**src/rtl/pipeline_pkg.sv**
```systemverilog
// Shared types and constants for the 5-stage pipeline hazard logic.
// Register indices are zero-extended to SB_REG_MAX_W inside scoreboard entries.
package pipeline_pkg;

   localparam int unsigned STG_IF  = 0;
   localparam int unsigned STG_ID  = 1;
   localparam int unsigned STG_EX  = 2;
   localparam int unsigned STG_MEM = 3;
   localparam int unsigned STG_WB  = 4;

   // Entries carry register fields at this width; REG_W must not exceed it.
   localparam int unsigned SB_REG_MAX_W = 8;

   typedef struct packed {
      logic                    valid;
      logic [SB_REG_MAX_W-1:0] rd;
      logic [SB_REG_MAX_W-1:0] rs;
      logic [SB_REG_MAX_W-1:0] rt;
      logic                    uses_rs;
      logic                    uses_rt;
      logic                    writes;
      logic                    is_load;
   } sb_entry_t;

   typedef enum logic [1:0] {
      FWD_RF  = 2'b00,
      FWD_MEM = 2'b01,
      FWD_WB  = 2'b10
   } fwd_sel_t;

   // Youngest producer wins; a load still in MEM has no data yet, so it yields FWD_RF.
   function automatic fwd_sel_t pick_src(logic used, logic mem_hit, logic mem_is_load, logic wb_hit);
      pick_src = FWD_RF;
      if (used) begin
         if (mem_hit)     pick_src = mem_is_load ? FWD_RF : FWD_MEM;
         else if (wb_hit) pick_src = FWD_WB;
      end
   endfunction

endpackage

```
**src/rtl/sb_match.sv**
```systemverilog
// Comparator: does a scoreboard entry write register r ($0 never matches).
module sb_match
   import pipeline_pkg::*;
(
   input  sb_entry_t               entry,
   input  logic [SB_REG_MAX_W-1:0] r,
   output logic                    hit
);

   always_comb begin
      hit = entry.valid & entry.writes & (entry.rd == r) & (r != '0);
   end

endmodule

```
**src/rtl/hazard_scoreboard.sv**
```systemverilog
// Hazard scoreboard: EX/MEM/WB entry tracking, load-use stall request,
// EX operand forwarding selects and a saturating stall-cycle counter.
module hazard_scoreboard
   import pipeline_pkg::*;
#(
   parameter int unsigned REG_W = 5,
   parameter int unsigned CNT_W = 32
) (
   input  logic             clk,
   input  logic             rst,
   input  logic [4:0]       full_bits,
   input  logic [REG_W-1:0] id_rs,
   input  logic [REG_W-1:0] id_rt,
   input  logic             id_uses_rs,
   input  logic             id_uses_rt,
   input  logic [REG_W-1:0] id_rd,
   input  logic             id_writes_reg,
   input  logic             id_is_load,
   output logic             load_write_predicate,
   output logic [1:0]       fwd_rs,
   output logic [1:0]       fwd_rt,
   output logic [CNT_W-1:0] stall_count
);

   sb_entry_t               ex_q, ex_d, mem_q, mem_d, wb_q, wb_d;
   logic [CNT_W-1:0]        stall_count_q, stall_count_d;
   logic [SB_REG_MAX_W-1:0] id_rs_x, id_rt_x, id_rd_x;
   logic                    ex_hit_rs, ex_hit_rt;
   logic                    mem_hit_rs, mem_hit_rt, wb_hit_rs, wb_hit_rt;
   logic                    lwp;
   fwd_sel_t                fwd_rs_sel, fwd_rt_sel;
   logic                    unused_bits;

   always_comb begin
      id_rs_x = SB_REG_MAX_W'(id_rs);
      id_rt_x = SB_REG_MAX_W'(id_rt);
      id_rd_x = SB_REG_MAX_W'(id_rd);
   end

   sb_match u_ex_rs  (.entry(ex_q),  .r(id_rs_x), .hit(ex_hit_rs));
   sb_match u_ex_rt  (.entry(ex_q),  .r(id_rt_x), .hit(ex_hit_rt));
   sb_match u_mem_rs (.entry(mem_q), .r(ex_q.rs), .hit(mem_hit_rs));
   sb_match u_mem_rt (.entry(mem_q), .r(ex_q.rt), .hit(mem_hit_rt));
   sb_match u_wb_rs  (.entry(wb_q),  .r(ex_q.rs), .hit(wb_hit_rs));
   sb_match u_wb_rt  (.entry(wb_q),  .r(ex_q.rt), .hit(wb_hit_rt));

   always_comb begin
      lwp = full_bits[STG_ID] & ex_q.is_load &
            ((id_uses_rs & ex_hit_rs) | (id_uses_rt & ex_hit_rt));
      fwd_rs_sel = pick_src(ex_q.valid & ex_q.uses_rs, mem_hit_rs, mem_q.is_load, wb_hit_rs);
      fwd_rt_sel = pick_src(ex_q.valid & ex_q.uses_rt, mem_hit_rt, mem_q.is_load, wb_hit_rt);
   end

   // A stall turns the EX slot into a bubble; ID is held upstream.
   always_comb begin
      ex_d         = '0;
      ex_d.valid   = full_bits[STG_ID] & ~lwp;
      ex_d.rd      = id_rd_x;
      ex_d.rs      = id_rs_x;
      ex_d.rt      = id_rt_x;
      ex_d.uses_rs = id_uses_rs;
      ex_d.uses_rt = id_uses_rt;
      ex_d.writes  = id_writes_reg;
      ex_d.is_load = id_is_load;
      mem_d        = ex_q;
      mem_d.valid  = ex_q.valid & full_bits[STG_EX];
      wb_d         = mem_q;
      stall_count_d = stall_count_q;
      if (lwp && (stall_count_q != '1)) stall_count_d = stall_count_q + CNT_W'(1);
   end

   always_ff @(posedge clk) begin
      if (rst) begin
         ex_q          <= '0;
         mem_q         <= '0;
         wb_q          <= '0;
         stall_count_q <= '0;
      end else begin
         ex_q          <= ex_d;
         mem_q         <= mem_d;
         wb_q          <= wb_d;
         stall_count_q <= stall_count_d;
      end
   end

   always_comb begin
      load_write_predicate = lwp;
      fwd_rs               = fwd_rs_sel;
      fwd_rt               = fwd_rt_sel;
      stall_count          = stall_count_q;
      unused_bits = ^{full_bits[STG_IF], full_bits[STG_MEM], full_bits[STG_WB],
                      mem_q.rs, mem_q.rt, mem_q.uses_rs, mem_q.uses_rt,
                      wb_q.rs, wb_q.rt, wb_q.uses_rs, wb_q.uses_rt, wb_q.is_load};
   end

endmodule
```
**config.mk**
```make
export PLATFORM = sky130hd
export DESIGN_NAME = hazard_scoreboard
export DESIGN_NICKNAME = d
export VERILOG_FILES = /design/src/rtl/pipeline_pkg.sv /design/src/rtl/sb_match.sv /design/src/rtl/hazard_scoreboard.sv
export SDC_FILE = /design/constraint.sdc
export NUM_CORES = 1
export LEC_CHECK = 0
export CAP_MARGIN = 20
export CORE_MARGIN = 2
export CORE_UTILIZATION = 55
export CTS_CLUSTER_DIAMETER = 120
export CTS_CLUSTER_SIZE = 16
export DETAILED_ROUTE_END_ITERATION = 8
export PLACE_DENSITY = 0.81
export SLEW_MARGIN = 25
export SYNTH_ARGS = -nofsm -noshare
export SYNTH_HDL_FRONTEND = slang
export SYNTH_SLANG_ARGS = --single-unit
```
**constraint.sdc**
```tcl
create_clock -name clk -period 4.18 [get_ports clk]
set_input_delay 0.836 -clock clk [delete_from_list [all_inputs] [get_ports clk]]
set_output_delay 0.836 -clock clk [all_outputs]
set_load 0.02 [all_outputs]
```
==> summary.md, run 1 <==
| Metric | Value |
|---|---|
| Slew @ Worst Pin | `~0.95 ns` |
| H-tree Lvls | `3` |
| Fin nets | `~430` |
| Antenna-violating nets left | `0` |
| Post-synth cell types | `36` |
| Reg2reg start | `stall_count[15]` |
| Die area | `roughly 6200 µm²` |
| Startpoint class of the critical path | `input port` |
| Yosys top cell area share | `0.436` |
| Vias | `between 2000 and 3000` |
| GRT Overall Usage | `0.238` |
| Post-synthesis cell count | `~350` |
| Final Skew | `roughly 0.0039 ns` |
| Initial Util | `0.566` |
| First-pass GRT wire length | `~12000 µm` |
| HP Start | `ex_q[1]` |
| Vias in the first global route | `between 2000 and 3000` |
| Synth warn | `0` |
| Synth Register Bits | `67` |
| Placer Congestion | `~0.9` |
| Dpl hpwl | `5100 µm` |
| Max_slew headroom | `0.363` |
| Pre-CTS setup slack | `a little over 0.2 ns` |
| Core area | `between 5000 and 6000 µm²` |
| GR Overflow Total | `0` |
| Setup TNS | `0 ns` |
| Mapped cell area | `slightly above 3000 µm²` |
| Longest Clk Path Bufs | `2` |
| Worst vdd ir | `about 230 µV` |
| Path type of the worst min-delay path | `register to register` |
| Clock Latency Late Sink | `~0.34 ns` |
| FFs w/ async S/R, synth | `0` |
| Die Span Y | `about 79 µm` |
| Setup violators final | `0` |
| Post-synth EDFFs | `0` |
| Tcrit/Tclk final | `0.949` |
| FP Rows | `27` |
| Crit path kind | `input port to output pin` |
| Residual DRC | `0` |
| Count leader, synth | `dfxtp_1` |
| Final hold vios | `0` |
| Post CTS Setup Buffer Count | `0` |
| RSZ-0062 raised after global routing | `no` |
| Crit end category | `output pin` |
| Share of layout cells above drive strength 1 | `0.0683` |
| Antenna Cells | `0` |
| Ys flop type | `dfxtp_1` |
| Root Driver | `clkbuf_8` |
| Sequential area share after synthesis | `0.436` |
| Max Fclk | `about 250 MHz` |
| DRT iter0 DRCs | `roughly 130` |
| Setup ws final | `~0.21 ns` |
| Final wirelength | `7210 µm` |
| Pwr Density | `~330 nW/µm²` |
| Tmin final | `3.97 ns` |
| Clk sink count | `67` |
| Num CTS Buffers | `9` |
| Largest net degree at the start of global routing | `between 50 and 60` |
| Hold path depth | `1` |
| Vias per cell | `5.74` |
| Max-Cap Viols | `0` |
| Hold Buf Count CTS | `0` |
| 1st-pass router iterations | `5` |
| Avg Cell Area, Syn | `8.77 µm²` |
| # port buffers | `59` |
| R2R depth | `6` |
| Top cell type by total area after synthesis | `dfxtp_1` |
| CTS tree | `yes` |
| Status | `completed` |
| CTS-repair resized insts | `0` |
| Required time worst endpoint | `~3.3 ns` |
| CP Data Arrival Time | `about 3.1 ns` |
| Syn nets | `roughly 380` |
| Crit. Startpoint | `full_bits[1]` |
| Top cells by area, synth | `dfxtp_1 (44%), nor2b_1 (7.9%), xnor2_1 (5.7%)` |
| Avg WL per Cell | `~15 µm` |
| Clk slew on worst S/H paths | `~0.07 ns` |
| Die Wd | `~79 µm` |
| Leak | `~1.3 nW` |
| Fin. max-slew vios | `0` |
| P&R area growth vs syn | `27.1%` |
| Initial antenna violation count | `0` |
| # IOs | `63` |
| Most instantiated cells after synthesis | `dfxtp_1 (67), nor2b_1 (39), a21oi_1 (24)` |
| Critical Path Fanout Max | `2` |
[report_power, final]
group,internal [mW],total (mW),leakage [nW],switching [mW]
clock network,0.338,0.568,0.109,0.230
registers,0.653,0.668,0.547,0.0145
logic,0.0430,0.0749,0.631,0.0319
[layer usage]
layer / global-route usage / vias to the layer above / part of all wire
li1: - / 1377 / -
met1: 0.312 / 1295 / 0.46
met2: 0.368 / 79 / 0.47
met3: 0.0659 / 15 / 0.055
met4: 0.102 / 0 / 0.017
met5: 0 / - / 0
[critical path, stage by stage]
cell and delay (ns):
clkdlybuf4s50_1 0.50, nand4_1 0.15, or4_1 0.58, a2111oi_2 0.29, nor2_2 0.09, clkinv_1 0.09
clkdlybuf4s50_1 0.60
[cells in the final DEF (no fill, tap or decap), types with 3 or more instances in the layout]
master           netlist  routed
a21oi_1               24      24
nand3b_1               3       3
xnor2_1               20      20
or3_1                 15      15
nor2_1                18      18
nor3_1                 8       8
o41ai_1                4       4
clkbuf_8               0      13
o31ai_1                6       6
xor2_1                 8       8
buf_4                  0       3
nand2_1               15      15
clkdlybuf4s50_1        0      58
and3_1                 9       9
nor2b_1               39      39
inv_1                  4       4
mux2_2                 6       6
nand3_1               16      16
nand4_1               19      19
dfxtp_1               67      67
or4_1                 11      11
nor4_1                 7       7
o21ai_0               19      19
[cell families (layout without fill, tap and decap cells)]
group / after synthesis / count (layout) / share of synthesized area
simple gates: 168 / 168 / 0.315
compound gates: 58 / 58 / 0.113
mux: 6 / 6 / 0.0219
xor+xnor: 28 / 28 / 0.0797
fa+ha+maj: 1 / 1 / 0.00406
buf+inv: 23 / 82 / 0.0309
flops: 67 / 67 / 0.436
[layout make-up]
class                      instances  area [µm²]
clock buffer                      14         183
clock inverter                     1        30.0
fill                             417        1530
inverter                           5        18.8
multi-input combinational        261        1640
sequential                        67        1340
tap                               72        90.1
timing repair buffer              62         608
[state kept, by name, indices dropped and copies added (netlist names)]
signal	count
stall_count	32
ex_q	20
mem_q	8
wb_q	7
[per-stage QoR]
stage	area (µm²)	hold slack [ns]	instances	util	total power, mW
finish	3910	0.462	482	0.719	1.31
global route	3910	0.478	482	0.719	1.35
CTS	3910	0.466	482	0.719	1.32
detailed placement	3700	0.457	467	0.680	0.758
global placement	3700	0.453	467	0.680	0.755
floorplan	3080	0.427	351	-	0.722
[worst paths after layout]
| kind | slack [ns] | to |
|---|---|---|
| min | 0.46 | mem_q[1] |
| max | 0.21 | load_write_predicate |
| min reg2reg | 0.46 | mem_q[1] |
| max reg2reg | 1.30 | stall_count[16] |
(Power assumes the default switching activity.)
==> run 2: changes to the inputs <==
- SKIP_CTS_REPAIR_TIMING: default -> 1
==> results of run 2 <==
No change in the layout: final DEF, timing and power equal those of run 1.
